$ cat config.mk
export PLATFORM = sky130hd
export DESIGN_NAME = i2c_target
export DESIGN_NICKNAME = d
export VERILOG_FILES = /design/src/rtl/i2c_pkg.sv /design/src/rtl/i2c_bus_sync.sv /design/src/rtl/i2c_target.sv
export SDC_FILE = /design/constraint.sdc
export NUM_CORES = 1
export LEC_CHECK = 0
export BUFFER_PORTS_ARGS = -buffer_cell sky130_fd_sc_hd__buf_4
export CAP_MARGIN = 15
export CORE_MARGIN = 1
export CORE_UTILIZATION = 30
export DETAILED_ROUTE_END_ITERATION = 8
export PLACE_DENSITY_LB_ADDON = 0.08
export SETUP_SLACK_MARGIN = 0.15
export SYNTH_ARGS = -nofsm -noshare
export SYNTH_HDL_FRONTEND = slang
export SYNTH_SLANG_ARGS = --single-unit
$ cat constraint.sdc
create_clock -name Clk -period 2.1 [get_ports Clk]
set_input_delay 0.315 -clock Clk [delete_from_list [all_inputs] [get_ports Clk]]
set_output_delay 0.315 -clock Clk [all_outputs]
set_load 0.01 [all_outputs]
$ cat src/rtl/i2c_pkg.sv
// Shared I2C definitions: FSM state encoding, synchronizer depth and
// START/STOP condition helpers used by both target and controller blocks.
package i2c_pkg;

    localparam int I2C_SYNC_STAGES = 2;

    typedef enum logic [3:0] {
        ST_IDLE,
        ST_ADDR,
        ST_ADDR_ACK,
        ST_PTR,
        ST_PTR_ACK,
        ST_WDATA,
        ST_WDATA_ACK,
        ST_RDATA,
        ST_RDATA_ACK
    } i2cState_t;

    // START: SDA falls while SCL is steadily high.
    function automatic logic isStart(input logic sclNow, input logic sclPrev,
                                     input logic sdaNow, input logic sdaPrev);
        return sclNow & sclPrev & ~sdaNow & sdaPrev;
    endfunction

    // STOP: SDA rises while SCL is steadily high.
    function automatic logic isStop(input logic sclNow, input logic sclPrev,
                                    input logic sdaNow, input logic sdaPrev);
        return sclNow & sclPrev & sdaNow & ~sdaPrev;
    endfunction

endpackage

$ cat src/rtl/i2c_bus_sync.sv
// Brings raw SCL/SDA pins into the Clk domain and flags SCL edges plus
// START/STOP conditions. A synchronizer chain is followed by one extra delay
// stage so that "now" and "previous" samples are both metastability-free.
module i2c_bus_sync
    import i2c_pkg::*;
(
    input  logic Clk,
    input  logic ResetN,
    input  logic SclIn,
    input  logic SdaIn,
    output logic SclRise,
    output logic SclFall,
    output logic Start,
    output logic Stop,
    output logic SdaS
);

    logic [I2C_SYNC_STAGES-1:0] sclPipe;
    logic [I2C_SYNC_STAGES-1:0] sdaPipe;
    logic sclDly;
    logic sdaDly;
    logic sclS;

    // Synchronizer chains and edge-detect delay stage; idle bus reads as high.
    always_ff @(posedge Clk) begin
        if (!ResetN) begin
            sclPipe <= '1;
            sdaPipe <= '1;
            sclDly  <= 1'b1;
            sdaDly  <= 1'b1;
        end else begin
            sclPipe <= {sclPipe[I2C_SYNC_STAGES-2:0], SclIn};
            sdaPipe <= {sdaPipe[I2C_SYNC_STAGES-2:0], SdaIn};
            sclDly  <= sclPipe[I2C_SYNC_STAGES-1];
            sdaDly  <= sdaPipe[I2C_SYNC_STAGES-1];
        end
    end

    assign sclS = sclPipe[I2C_SYNC_STAGES-1];
    assign SdaS = sdaPipe[I2C_SYNC_STAGES-1];

    // Edge and bus-condition decode from current and delayed samples.
    always_comb begin
        SclRise = sclS & ~sclDly;
        SclFall = ~sclS & sclDly;
        Start   = isStart(sclS, sclDly, SdaS, sdaDly);
        Stop    = isStop(sclS, sclDly, SdaS, sdaDly);
    end

endmodule

$ cat src/rtl/i2c_target.sv
// I2C target register port. Decodes address, register pointer and data bytes
// from the bus and presents writes as a one-cycle strobe; reads fetch fabric
// data from the current pointer. The pointer auto-increments and survives
// across transactions so a pointer write can be followed by a repeated-START
// read.
module i2c_target
    import i2c_pkg::*;
#(
    parameter logic [6:0] ADDR = 7'h2A,
    parameter int NREG = 16,
    localparam int PW = $clog2(NREG)
)(
    input  logic          Clk,
    input  logic          ResetN,
    input  logic          SclIn,
    input  logic          SdaIn,
    output logic          SdaOut,
    output logic          WrStb,
    output logic [PW-1:0] WrAddr,
    output logic [7:0]    WrData,
    output logic [PW-1:0] RdAddr,
    input  logic [7:0]    RdData,
    output logic          Busy
);

    logic sclRise;
    logic sclFall;
    logic start;
    logic stop;
    logic sdaS;

    i2c_bus_sync uSync (
        .Clk     (Clk),
        .ResetN  (ResetN),
        .SclIn   (SclIn),
        .SdaIn   (SdaIn),
        .SclRise (sclRise),
        .SclFall (sclFall),
        .Start   (start),
        .Stop    (stop),
        .SdaS    (sdaS)
    );

    i2cState_t     state, stateNext;
    logic [3:0]    bitCnt, bitCntNext;
    logic [7:0]    shifter, shifterNext;
    logic [PW-1:0] pointer, pointerNext;
    logic          sdaOutQ, sdaOutNext;
    logic          wrStbQ, wrStbNext;
    logic [PW-1:0] wrAddrQ, wrAddrNext;
    logic [7:0]    wrDataQ, wrDataNext;
    logic [7:0]    rxByte;

    function automatic logic [PW-1:0] ptrInc(input logic [PW-1:0] p);
        return (p == PW'(NREG - 1)) ? '0 : p + PW'(1);
    endfunction

    // State and datapath registers.
    always_ff @(posedge Clk) begin
        if (!ResetN) begin
            state   <= ST_IDLE;
            bitCnt  <= '0;
            shifter <= '0;
            pointer <= '0;
            sdaOutQ <= 1'b1;
            wrStbQ  <= 1'b0;
            wrAddrQ <= '0;
            wrDataQ <= '0;
        end else begin
            state   <= stateNext;
            bitCnt  <= bitCntNext;
            shifter <= shifterNext;
            pointer <= pointerNext;
            sdaOutQ <= sdaOutNext;
            wrStbQ  <= wrStbNext;
            wrAddrQ <= wrAddrNext;
            wrDataQ <= wrDataNext;
        end
    end

    // Bus protocol: bits are sampled on SCL rise; SDA is only changed on SCL
    // fall. bitCnt reaching 8 in a receive state means the byte is complete
    // and the next SCL fall starts the ACK slot.
    always_comb begin
        stateNext   = state;
        bitCntNext  = bitCnt;
        shifterNext = shifter;
        pointerNext = pointer;
        sdaOutNext  = sdaOutQ;
        wrStbNext   = 1'b0;
        wrAddrNext  = wrAddrQ;
        wrDataNext  = wrDataQ;
        rxByte      = {shifter[6:0], sdaS};

        if (start) begin
            stateNext   = ST_ADDR;
            bitCntNext  = '0;
            shifterNext = '0;
            sdaOutNext  = 1'b1;
        end else if (stop) begin
            stateNext  = ST_IDLE;
            sdaOutNext = 1'b1;
        end else if (sclRise) begin
            case (state)
                ST_ADDR, ST_PTR, ST_WDATA: begin
                    if (bitCnt != 4'd8) begin
                        shifterNext = rxByte;
                        bitCntNext  = bitCnt + 4'd1;
                        if (bitCnt == 4'd7) begin
                            case (state)
                                ST_ADDR: begin
                                    if (rxByte[7:1] != ADDR) begin
                                        stateNext = ST_IDLE;
                                    end
                                end
                                ST_PTR: begin
                                    pointerNext = rxByte[PW-1:0];
                                end
                                default: begin
                                    wrStbNext  = 1'b1;
                                    wrAddrNext = pointer;
                                    wrDataNext = rxByte;
                                end
                            endcase
                        end
                    end
                end
                ST_RDATA: begin
                    if (bitCnt != 4'd8) begin
                        bitCntNext = bitCnt + 4'd1;
                    end
                end
                ST_RDATA_ACK: begin
                    if (sdaS) begin
                        stateNext = ST_IDLE;
                    end else begin
                        pointerNext = ptrInc(pointer);
                    end
                end
                default: begin
                end
            endcase
        end else if (sclFall) begin
            case (state)
                ST_ADDR, ST_PTR, ST_WDATA: begin
                    if (bitCnt == 4'd8) begin
                        sdaOutNext = 1'b0;
                        case (state)
                            ST_ADDR: stateNext = ST_ADDR_ACK;
                            ST_PTR:  stateNext = ST_PTR_ACK;
                            default: stateNext = ST_WDATA_ACK;
                        endcase
                    end
                end
                ST_ADDR_ACK: begin
                    bitCntNext = '0;
                    if (shifter[0]) begin
                        stateNext   = ST_RDATA;
                        sdaOutNext  = RdData[7];
                        shifterNext = {RdData[6:0], 1'b1};
                    end else begin
                        stateNext   = ST_PTR;
                        sdaOutNext  = 1'b1;
                        shifterNext = '0;
                    end
                end
                ST_PTR_ACK: begin
                    stateNext   = ST_WDATA;
                    bitCntNext  = '0;
                    shifterNext = '0;
                    sdaOutNext  = 1'b1;
                end
                ST_WDATA_ACK: begin
                    stateNext   = ST_WDATA;
                    bitCntNext  = '0;
                    shifterNext = '0;
                    sdaOutNext  = 1'b1;
                    pointerNext = ptrInc(pointer);
                end
                ST_RDATA: begin
                    if (bitCnt == 4'd8) begin
                        stateNext  = ST_RDATA_ACK;
                        sdaOutNext = 1'b1;
                    end else if (bitCnt != 4'd0) begin
                        sdaOutNext  = shifter[7];
                        shifterNext = {shifter[6:0], 1'b1};
                    end
                end
                ST_RDATA_ACK: begin
                    // Only reached after an ACK; a NACK already left for IDLE.
                    stateNext   = ST_RDATA;
                    bitCntNext  = '0;
                    sdaOutNext  = RdData[7];
                    shifterNext = {RdData[6:0], 1'b1};
                end
                default: begin
                end
            endcase
        end
    end

    assign SdaOut = sdaOutQ;
    assign WrStb  = wrStbQ;
    assign WrAddr = wrAddrQ;
    assign WrData = wrDataQ;
    assign RdAddr = pointer;
    assign Busy   = (state != ST_IDLE);

endmodule

**Word-level counts from Yosys, hierarchy flattened**

Cells that the tools add are included.
W data, S select, Z words.

- Output and inout port bits: 19
- Flip-flop bits (word level): 40
- Logic and storage cells: 139
- Input port bits: 12

- Equal/unequal tests: 38
- Reduce and logical (&&, ||, !) cells: 24
- Add/sub/neg operators: 2
- Muxes and demuxes: 43
- Bitwise gates (word level): 19

Operators by type and width:

| operator | count |
|---|---|
| $mux W4 | 22 |
| $mux W8 | 7 |
| $ne A3 B3 Y1 const B | 11 |
| $pmux W8 S4 | 1 |
| $ne A5 B5 Y1 const B | 6 |
| $eq A4 B3 Y1 const B | 5 |
| $pmux W4 S5 | 1 |
| $reduce_and A10 Y1 | 2 |
| $pmux W4 S2 | 2 |
| $reduce_and A7 Y1 | 2 |
| $eq A4 B4 Y1 const B | 3 |
| $not A1 Y1 | 12 |
| $reduce_bool A4 Y1 | 3 |
| $reduce_and A5 Y1 | 2 |
| $reduce_bool A5 Y1 | 2 |
| $reduce_and A9 Y1 | 1 |
| $add A4 B1 Y4 const B | 2 |
| $eq A4 B2 Y1 const B | 2 |
| $reduce_or A4 Y1 | 2 |
| $and A1 B1 Y1 | 7 |
| $mux W1 | 7 |
| $ne A7 B6 Y1 const B | 1 |
| $reduce_bool A7 Y1 | 1 |
| $reduce_or A7 Y1 | 1 |
| 14 further kinds | 21 |

**Depth between registers and ports, before layout**

Gate-level depths: netlist (run 1).

- Depth in word-level cells: 9
- Depth in mapped cells: 8
- Depth with buffers taken out: 7

**Cells and area by module**

From an unflattened synthesis (run 1), not the netlist that was laid out.

- Cells, all modules: 288
- Area total of the unflattened synthesis: 2327.2 µm²

By module, submodules not included:

| module | times used | seq. area each (µm²) | cells each | area each (µm²) |
|---|---|---|---|---|
| i2c_target | 1 | 680.7 | 272 | 2137.0 |
| i2c_bus_sync | 1 | 120.1 | 16 | 190.2 |

**Least setup slack after synthesis (run 1)**

No wires, ideal clock.

- Kind: register to register
- Start: register uSync.sclDly
- End: register wrAddrQ[0] (netlist: WrAddr[0])
- Setup time: 0.128 ns
- Setup slack: 0.115 ns
- Cell stages (with the launch flop): 9
- Path buffers: 2
- Data required time: 1.972 ns
- Data arrival time: 1.857 ns
- Clock period less this slack: 1.985 ns
- Cells stage by stage: dfxtp_1 inv_1 ha_1 clkbuf_1 nand4_1 nor2_1 buf_2 mux2i_1 nor2_1

- Longest elaborated chain between the ends: 5
- Elaborated cells between the ends (all ways): 10
- Those cells by class: 9 x bitwise; 1 x reduce/logical

RTL lines:

| item | line | text |
|---|---|---|
| start: declaration | i2c_bus_sync.sv:20 | `logic sclDly;` |
| start signal: assignment | i2c_bus_sync.sv:34 | `sclDly <= sclPipe[I2C_SYNC_STAGES-1];` |
| $and A1 B1 Y1 | i2c_pkg.sv:22, i2c_pkg.sv:28 |  |
| $and A1 B1 Y1 (on tied branches) (2 in series) | i2c_pkg.sv:22, i2c_pkg.sv:28 |  |
| $not A1 Y1 (no line) | n/a |  |
| $reduce_and A7 Y1 (no line) (*) | n/a |  |
| end signal: assignment | i2c_target.sv:76 | `wrAddrQ <= wrAddrNext;` |
| end: declaration | i2c_target.sv:50 | `logic [PW-1:0] wrAddrQ, wrAddrNext;` |

Every way passes the cells marked *; elsewhere a longest branch is shown, timed or not.
A chain may end at the register's enable or synchronous reset.

**Worst setup path in the final report (run 1)**

- Start: register state[3]
- End: register shifter[0]

- Longest elaborated chain between the ends: 5
- Elaborated cells between the ends (all ways): 18
- Those cells by class: 11 x eq/ne; 3 x mux; 4 x reduce/logical

RTL lines:

| item | line | text |
|---|---|---|
| start: declaration | i2c_target.sv:44 | `i2cState_t state, stateNext;` |
| start signal: assignment | i2c_target.sv:70 | `state <= stateNext;` |
| $eq A4 B3 Y1 | i2c_target.sv:144 | `case (state)` |
| $reduce_or A2 Y1 (no line) | n/a |  |
| $pmux W8 S4 | i2c_target.sv:144 |  |
| $mux W8 | i2c_target.sv:143 | `end else if (sclFall) begin` |
| $mux W8 | i2c_target.sv:103 | `end else if (sclRise) begin` |
| end signal: assignment | i2c_target.sv:72 | `shifter <= shifterNext;` |
| end: declaration | i2c_target.sv:46 | `logic [7:0] shifter, shifterNext;` |

Parallel ways exist; a longest one is shown, timed or not. The select of a mux whose other input is x is not followed.

==> results.sh, run 1 <==
export IMPL_root_buffer="clkbuf_8"
export IMPL_worst_slew_pin_slew_ns=0.534
export IMPL_startpoint_type="flop"
export IMPL_crit_required_ns=2.33
export IMPL_setup_violations=0
export IMPL_syn_to_final_growth_pct=36.1
export IMPL_layout_cells_non_filler=422
export IMPL_port_buffers=30
export IMPL_ys_ff_latch=40
export IMPL_start_util_pct=31.2
export IMPL_numCtsBuffers=5
export IMPL_synth_area_um2=2280
export IMPL_synth_cell_types=57
export IMPL_layout_drive_gt1_share_pct=33.4
export IMPL_wirelength_um=6420
export IMPL_final_antenna_net_count=0
export IMPL_final_seq_area_um2=812
export IMPL_vdd_drop_max_uv=297
export IMPL_cp_end_kind="flop"
export IMPL_skew_ns=0.00590
export IMPL_maxSlewHeadroom_pct=64.3
export IMPL_grt_use_total_pct=16.6
export IMPL_die_w_um=89.1
export IMPL_diodes=0
export IMPL_ys_seq_area_share_pct=35.2
export IMPL_slowest_delay_ns=0.50
export IMPL_worstHoldPathType="input port to flop"
export IMPL_clock_path_buffers=2
export IMPL_synth_async_reset_ratio_pct=0
export IMPL_grt_pass1_vias=1928
export IMPL_p_sw_share_pct=21.3
export IMPL_reg2reg_slack_ns=0.17
export IMPL_core_um2=7290
export IMPL_clock_latency_ns=0.29
export IMPL_synth_edf_count=0
export IMPL_drt_wirelength_per_cell_um=15.2
export IMPL_final_max_slew_violation_count=0
export IMPL_final_period_utilization_pct=92.0
export IMPL_grt_pass1_wl_um=9940
export IMPL_cap_violations=0
export IMPL_cts_tree="done"
export IMPL_via_per_inst=5.14
export IMPL_multi_input_area_um2=1460
export IMPL_p_comb_share_pct=7.2
export IMPL_synth_cells=265
export IMPL_crit_path_cell_trace="buf_6 -> and4b_2 -> a2111oi_4 -> a32oi_2 -> or4b_4 -> a21oi_2"
export IMPL_fillers=764
export IMPL_grt_overflow=0
export IMPL_status="completed"
export IMPL_power_density_nw_per_um2=527
export IMPL_finalWeightedCongestion=0.823
export IMPL_drt_iter0_drc=62
export IMPL_period_minus_slack_ns=1.93
export IMPL_drcViolationCount=0
export IMPL_design_portCount=31
export IMPL_die_h_um=89.1
export IMPL_slowest_stage="or4b_4"
export IMPL_p_sw_uw=348
export IMPL_pwr_share_clk_pct=45.7
export IMPL_grt_max_degree=24
export IMPL_clk_pin_slew_ns=0.08
export IMPL_numClockSinks=40
export IMPL_vias=2171
export IMPL_p_int_mw=1.28
export IMPL_dr_pass1_iters=4
export IMPL_htree_num_levels=2
export IMPL_dp_hpwl_um=4610
export IMPL_finish_utilization_pct=42.5
export IMPL_antenna_found_initial=0
export IMPL_synth_warnings=0
export IMPL_dp_cells=405
export IMPL_std_cell_rows=31
export IMPL_dieArea_um2=7940
export IMPL_crit_path_max_fanout=5
export IMPL_final_cell_mix="buf_4, dfxtp_1, nor2_1"
export IMPL_rsz0062_at_grt="yes"
export IMPL_pwr_share_seq_pct=47.1
export IMPL_worstSetupPathType="flop to flop"
export IMPL_final_common_cell="buf_4"
export IMPL_synthFlopType="dfxtp_1"
export IMPL_crit_arrival_ns=2.16
export IMPL_syn_nets=283
export IMPL_fmax_mhz=518
export IMPL_leakage_nw=1.27
export IMPL_hold_viol=0
export IMPL_fin_nets=341
export IMPL_avgSynthCellArea_um2=8.59
## final timing paths
| kind | cells after the start | end | from |
|---|---|---|---|
| setup / recovery | 6 | shifter[0] | state[3] |
| hold / removal | 2 | uSync.sclPipe[0] | SclIn |
| setup reg to reg | 6 | shifter[0] | state[3] |
| hold reg to reg | 1 | uSync.sdaPipe[1] | uSync.sdaPipe[0] |
## registers in the layout, summed over array words and instances (netlist names)
| register | count |
|---|---|
| WrData | 8 |
| bitCnt | 4 |
| uSync.sclPipe | 2 |
| WrAddr | 4 |
| uSync.sdaPipe | 2 |
| uSync.sclDly | 1 |
| RdAddr | 4 |
| shifter | 8 |
| state | 4 |
| uSync.sdaDly | 1 |
| SdaOut | 1 |
| WrStb | 1 |
## cell usage after synthesis (all sizes together) (2+ instances only)
cell type,number,area [um^2]
dfxtp,40,801
nor2,26,97.6
a21oi,21,105
o21ai,15,75.1
mux2i,14,140
nor3,12,60.1
inv,11,41.3
nand2,11,48.8
nor2b,11,68.8
nand2b,10,62.6
buf,8,47.5
clkbuf,8,30.0
a221oi,7,61.3
ha,6,75.1
and3,5,31.3
nand3,4,20.0
or4,4,30.0
and3b,3,26.3
o211ai,3,22.5
o221ai,3,26.3
xor2,3,26.3
a211o,2,17.5
a211oi,2,20.0
a2bb2oi,2,17.5
a311oi,2,17.5
and2,2,12.5
and4b,2,20.0
nor4bb,2,20.0
o31ai,2,15.0
or3,2,12.5
or4b,2,23.8
## power groups by stage
| stage | Combinational [mW] | Clock (mW) | Sequential, mW |
|---|---|---|---|
| 3_3_place_gp | 0.111 | 0 | 0.788 |
| 4_1_cts | 0.114 | 0.781 | 0.769 |
| 3_5_place_dp | 0.111 | 0 | 0.788 |
| 2_1_floorplan | 0.0620 | 0 | 0.785 |
| 5_1_grt | 0.128 | 0.799 | 0.770 |
| 6_report | 0.118 | 0.746 | 0.769 |
## layout make-up
cell class | count | area share [%]
flip-flops and latches | 40 | 26.2
clock inverters | 2 | 1.94
repair buffers | 67 | 17.3
multi-input cells | 198 | 47.0
inverters | 11 | 1.33
clock buffers | 5 | 2.22
well taps | 99 | 4.00
## worst max-delay path, delay by kind of cell (launching register included)
family,cells,cell delay (ns)
buf+inv,1,0.12
simple gates,2,0.76
compound gates,3,0.61
flops,1,0.38
## through the flow
step / TNS [ns] / setup slack, ns / hold slack, ns / power, mW / area (um^2)
floorplan: 0 / 0.163 / 0.386 / 0.847 / 2280
global placement: -0.0728 / -0.0286 / 0.390 / 0.899 / 2780
detailed placement: -0.0886 / -0.0522 / 0.396 / 0.899 / 2780
CTS: 0 / 0.152 / 0.196 / 1.66 / 2990
global route: 0 / 0.0971 / 0.198 / 1.70 / 3100
finish: 0 / 0.168 / 0.203 / 1.63 / 3100
## per-layer routing
layer / wire, um / vias to the layer above / GRT usage [%] / share of wire (%)
met1: 3100 / 1041 / 21.9 / 48
met2: 3080 / 40 / 28.0 / 48
met4: 41 / 0 / 4.18 / 0.64
met3: 198 / 2 / 2.95 / 3.1
met5: 0 / - / 0 / 0
li1: - / 1088 / - / -
## timing repair
item	in CTS	in global routing
setup endpoints to repair	26	13
hold buffers	0	0
gates resized for setup	18	18
pin swaps	4	5
gates cloned	0	0
buffers inserted	6	4
## kinds of logic after synthesis
logic type,after synthesis,synth area share [%]
buf+inv,27,5.22
xor+xnor,3,1.15
flops,40,35.2
fa+ha+maj,6,3.30
simple gates,104,26.1
mux,14,6.15
compound gates,71,22.9
Note: power is estimated with default switching activity, not from simulation.
==> inputs of run 2 (changes only) <==
--- a/config.mk
+++ b/config.mk
@@ -7,6 +7,8 @@
 export LEC_CHECK = 0
 export BUFFER_PORTS_ARGS = -buffer_cell sky130_fd_sc_hd__buf_4
 export CAP_MARGIN = 15
+export CELL_PAD_IN_SITES_DETAIL_PLACEMENT = 2
+export CELL_PAD_IN_SITES_GLOBAL_PLACEMENT = 2
 export CORE_MARGIN = 1
 export CORE_UTILIZATION = 30
 export DETAILED_ROUTE_END_ITERATION = 8
==> results.sh, run 2 (synthesis results as in run 1) <==
export IMPL_setup_ws_ns=0.118
export IMPL_die_w_um=89.1
export IMPL_worst_slew_pin_slew_ns=0.544
export IMPL_clock_path_buffers=2
export IMPL_status="completed"
export IMPL_crit_arrival_ns=2.20
export IMPL_dieArea_um2=7940
export IMPL_cap_violations=0
export IMPL_std_cell_rows=31
export IMPL_worstSetupPathType="flop to flop"
export IMPL_worstHoldPathCells=2
export IMPL_final_max_slew_violation_count=0
export IMPL_hold_viol=0
export IMPL_grt_use_total_pct=21.0
export IMPL_finalWeightedCongestion=0.793
export IMPL_port_buffers=30
export IMPL_root_buffer="clkbuf_8"
export IMPL_fillers=830
export IMPL_drt_wirelength_per_cell_um=18.4
export IMPL_setup_violations=0
export IMPL_fin_nets=351
export IMPL_numCtsBuffers=5
export IMPL_vias=2282
export IMPL_diodes=0
export IMPL_cts_hold_buf=0
export IMPL_p_int_mw=1.21
export IMPL_clk_pin_slew_ns=0.09
export IMPL_numClockSinks=40
export IMPL_crit_path_cell_trace="buf_4 -> or3b_4 -> a211oi_2 -> buf_4 -> a21boi_1 -> o221ai_1 -> mux2i_1"
export IMPL_grt_overflow=0
export IMPL_rsz0062_at_grt="yes"
export IMPL_leakage_nw=1.32
export IMPL_r2r_start="state[1]"
export IMPL_core_um2=7290
export IMPL_slowest_delay_ns=0.43
export IMPL_layout_drive_gt1_share_pct=35.9
export IMPL_pwr_share_clk_pct=43.9
export IMPL_start_util_pct=31.2
export IMPL_grt_pass1_wl_um=12600
export IMPL_power_density_nw_per_um2=503
export IMPL_grt_max_degree=17
export IMPL_cp_end_kind="flop"
export IMPL_reg2reg_slack_ns=0.12
export IMPL_htree_num_levels=2
export IMPL_rr_worst_depth=7
export IMPL_drt_iter0_drc=99
export IMPL_pwr_share_seq_pct=47.7
export IMPL_design_portCount=31
export IMPL_skew_ns=0.00391
export IMPL_drcViolationCount=0
export IMPL_crit_top_cell="buf_4"
export IMPL_hp_start="SclIn"
export IMPL_crit_path_max_fanout=7
export IMPL_dp_hpwl_um=5740
export IMPL_slowest_stage="or3b_4"
export IMPL_syn_to_final_growth_pct=40.2
export IMPL_vdd_drop_max_uv=243
export IMPL_maxSlewHeadroom_pct=63.7
export IMPL_final_period_utilization_pct=94.4
export IMPL_p_comb_share_pct=8.3
export IMPL_final_common_cell="buf_4"
export IMPL_antenna_found_initial=0
export IMPL_grt_pass1_vias=2358
export IMPL_clock_latency_ns=0.30
export IMPL_p_sw_uw=392
export IMPL_fmax_mhz=504
export IMPL_hold_path_endpoint="uSync.sclPipe[0]"
export IMPL_die_h_um=89.1
export IMPL_p_sw_share_pct=24.5
export IMPL_post_place_ws_ns=0.00353
export IMPL_crit_required_ns=2.32
export IMPL_final_antenna_net_count=0
export IMPL_wirelength_um=7960
export IMPL_final_cell_mix="buf_4, dfxtp_1, nor2_1"
export IMPL_period_minus_slack_ns=1.98
export IMPL_startpoint_type="flop"
export IMPL_worstHoldPathType="input port to flop"
export IMPL_cts_tree="done"
export IMPL_finalSetupTns_ns=0
export IMPL_via_per_inst=5.27
export IMPL_dr_pass1_iters=4
export IMPL_r2r_end="state[0]"
run 2: cell count changes in the layout (fill, tap and decap cells not counted), sizes merged:
cell | before | now
bufinv | 2 | 1
clkbuf | 5 | 7
buf | 67 | 76
clkinv | 0 | 1
run 2: cell type report:
cell class,instances,area (um^2),area share [%]
multi-input cells,198,1480,46.5
clock inverters,2,38.8,1.22
flip-flops and latches,40,817,25.6
clock buffers,6,82.6,2.59
repair buffers,77,604,18.9
inverters,11,41.3,1.29
well taps,99,124,3.88
run 2: repair_timing:
action	in CTS	in global routing
endpoints found under the hold margin	0	0
pin swaps	11	8
endpoints found under the setup margin	13	26
buffers inserted	6	3
gates resized for setup	21	17
run 2: through the flow:
step	cell area, um^2	total power, mW	util, %	hold slack (ns)	std cells
global route	3190	1.66	43.8	0.190	433
global placement	2860	0.906	39.2	0.391	416
CTS	3090	1.62	42.4	0.183	430
finish	3190	1.60	43.8	0.193	433
detailed placement	2860	0.908	39.2	0.397	416
floorplan	2280	0.847	-	0.386	265
run 2: power by group through the flow:
| stage | Combinational (mW) | Clock [mW] | Sequential [mW] |
|---|---|---|---|
| global route | 0.145 | 0.750 | 0.767 |
| CTS | 0.128 | 0.726 | 0.766 |
| detailed placement | 0.122 | 0 | 0.786 |
| finish | 0.133 | 0.705 | 0.766 |
| floorplan | 0.0620 | 0 | 0.785 |
| global placement | 0.120 | 0 | 0.786 |
run 2: layer usage:
metal  vias to the layer above  global-route usage [%]  wire length, um
met5                         -                       0                0
met4                         0                    4.33               70
met3                         8                    3.23              167
met2                        29                    35.9             3960
met1                      1140                    28.0             3760
li1                       1105                       -                -
run 2: worst max-delay path: cells and delay by family (launching register included):
family	cells	cell delay, ns
DFF	1	0.40
muxes	1	0.18
and+or+nand+nor	1	0.43
AOI/OAI and AO/OA	3	0.55
buffers and inverters	2	0.36
run 2: how the worst max path moves through the flow:
stage                  from          to  slack, ns  depth (start not counted)
3_3_place_gp       state[2]    state[3]       0.07                          6
3_5_place_dp       state[2]    state[3]      0.004                          6
5_1_grt            state[1]    state[0]       0.04                          7
2_1_floorplan  uSync.sclDly  shifter[0]       0.16                          6
6_report           state[1]    state[0]       0.12                          7
4_1_cts            state[2]    state[3]       0.15                          6
==> inputs of run 3 (changes only) <==
--- a/config.mk
+++ b/config.mk
@@ -13,6 +13,7 @@
 export CORE_UTILIZATION = 30
 export DETAILED_ROUTE_END_ITERATION = 8
 export PLACE_DENSITY_LB_ADDON = 0.08
+export RECOVER_POWER = 50
 export SETUP_SLACK_MARGIN = 0.15
 export SYNTH_ARGS = -nofsm -noshare
 export SYNTH_HDL_FRONTEND = slang
==> results.sh, run 3 (synthesis results as in run 1) <==
export IMPL_finish_utilization_pct=42.6
export IMPL_root_buffer="clkbuf_8"
export IMPL_diodes=0
export IMPL_layout_drive_gt1_share_pct=29.0
export IMPL_htree_num_levels=2
export IMPL_leakage_nw=1.24
export IMPL_holdWs_ns=0.191
export IMPL_wirelength_um=7980
export IMPL_finalWeightedCongestion=0.793
export IMPL_final_antenna_net_count=0
export IMPL_finalSetupTns_ns=0
export IMPL_design_portCount=31
export IMPL_die_h_um=89.1
export IMPL_dr_pass1_iters=4
export IMPL_grt_max_degree=17
export IMPL_worstSetupPathType="flop to flop"
export IMPL_period_minus_slack_ns=2.00
export IMPL_cts_tree="done"
export IMPL_cts_hold_buf=0
export IMPL_drt_wirelength_per_cell_um=18.4
export IMPL_final_max_slew_violation_count=0
export IMPL_worstHoldPathType="input port to flop"
export IMPL_grt_pass1_vias=2358
export IMPL_clk_pin_slew_ns=0.09
export IMPL_cap_violations=0
export IMPL_maxSlewHeadroom_pct=63.6
export IMPL_vdd_drop_max_uv=243
export IMPL_crit_required_ns=2.32
export IMPL_syn_to_final_growth_pct=36.5
export IMPL_startpoint_type="flop"
export IMPL_drt_iter0_drc=96
export IMPL_vias=2285
export IMPL_status="completed"
export IMPL_clock_latency_ns=0.30
export IMPL_worst_slew_pin_slew_ns=0.546
export IMPL_core_um2=7290
export IMPL_antenna_found_initial=0
export IMPL_std_cell_rows=31
export IMPL_crit_arrival_ns=2.22
export IMPL_rsz0062_at_grt="yes"
export IMPL_port_buffers=30
export IMPL_final_common_cell="buf_4"
export IMPL_final_cell_mix="buf_4, dfxtp_1, nor2_1"
export IMPL_power_density_nw_per_um2=516
export IMPL_cp_end_kind="flop"
export IMPL_setup_violations=0
export IMPL_die_w_um=89.1
export IMPL_crit_path_max_fanout=7
export IMPL_fin_nets=351
export IMPL_grt_overflow=0
export IMPL_numClockSinks=40
export IMPL_hp_start="SclIn"
export IMPL_numCtsBuffers=5
export IMPL_grt_pass1_wl_um=12600
export IMPL_hold_viol=0
export IMPL_fin_total_pwr_mw=1.61
export IMPL_fmax_mhz=499
export IMPL_r2r_start="state[1]"
export IMPL_dp_hpwl_um=5740
export IMPL_final_period_utilization_pct=95.5
export IMPL_dieArea_um2=7940
export IMPL_grt_use_total_pct=21.0
export IMPL_worstSetupStartpoint="state[1]"
export IMPL_skew_ns=0.00469
export IMPL_drcViolationCount=0
export IMPL_via_per_inst=5.28
export IMPL_clock_path_buffers=2
export IMPL_start_util_pct=31.2
==> run 3: cell count changes in the layout (fill, tap and decap cells not counted) <==
cell	change
buf_4	-22
nor2_2	-1
and3b_2	-1
clkbuf_1	+21
and3b_1	+1
nor2_1	+1
clkbuf_4	+1
==> run 3: path summary, 6_finish.rpt <==
check / endpoint / slack (ns) / cells after the start
setup reg to reg: state[0] / 0.1 / 7
hold reg to reg: uSync.sdaPipe[1] / 0.41 / 1
hold / removal: uSync.sclPipe[0] / 0.19 / 2
setup / recovery: state[0] / 0.1 / 7
==> run 3: where the power goes <==
part           internal (mW)  switching, mW  leakage, nW  total, mW
logic                 0.0597         0.0712        0.851      0.131
registers              0.760        0.00567        0.327      0.766
clock network          0.390          0.319       0.0614      0.709
total                   1.21          0.396         1.24       1.61
==> run 3: layout make-up <==
| class | count | area [um^2] |
|---|---|---|
| clock buffer | 6 | 82.6 |
| inverter | 11 | 41.3 |
| sequential | 40 | 817 |
| fill | 848 | 4180 |
| clock inverter | 2 | 38.8 |
| timing repair buffer | 77 | 526 |
| tap | 99 | 124 |
| multi-input combinational | 198 | 1480 |
==> run 3: per-stage QoR <==
| stage | cell area (um^2) | setup slack [ns] | cells |
|---|---|---|---|
| 2_1_floorplan | 2280 | 0.163 | 265 |
| 4_1_cts | 3090 | 0.148 | 430 |
| 3_5_place_dp | 2860 | 0.00353 | 416 |
| 6_report | 3110 | 0.0951 | 433 |
| 3_3_place_gp | 2860 | 0.0685 | 416 |
| 5_1_grt | 3110 | 0.00738 | 433 |
==> run 3: repair_timing <==
item | in CTS | in global routing
endpoints found under the setup margin | 13 | 26
setup buffers | 6 | 3
gates cloned | 0 | 0
pin swaps | 11 | 8
gates resized for setup | 21 | 17
==> run 3: critical path: stages (launching register included) <==
cell and delay (ns):
dfxtp_2 0.39, buf_4 0.18, or3b_4 0.43, a211oi_2 0.20, buf_4 0.18, a21boi_1 0.18, o221ai_1 0.15, mux2i_1 0.21
==> run 3: per-layer routing <==
layer / vias to the layer above / share of wire [%] / global-route usage [%]
met2: 29 / 50 / 35.9
li1: 1106 / - / -
met5: - / 0 / 0
met1: 1142 / 47 / 28.0
met4: 0 / 0.87 / 4.33
met3: 8 / 2.0 / 3.23
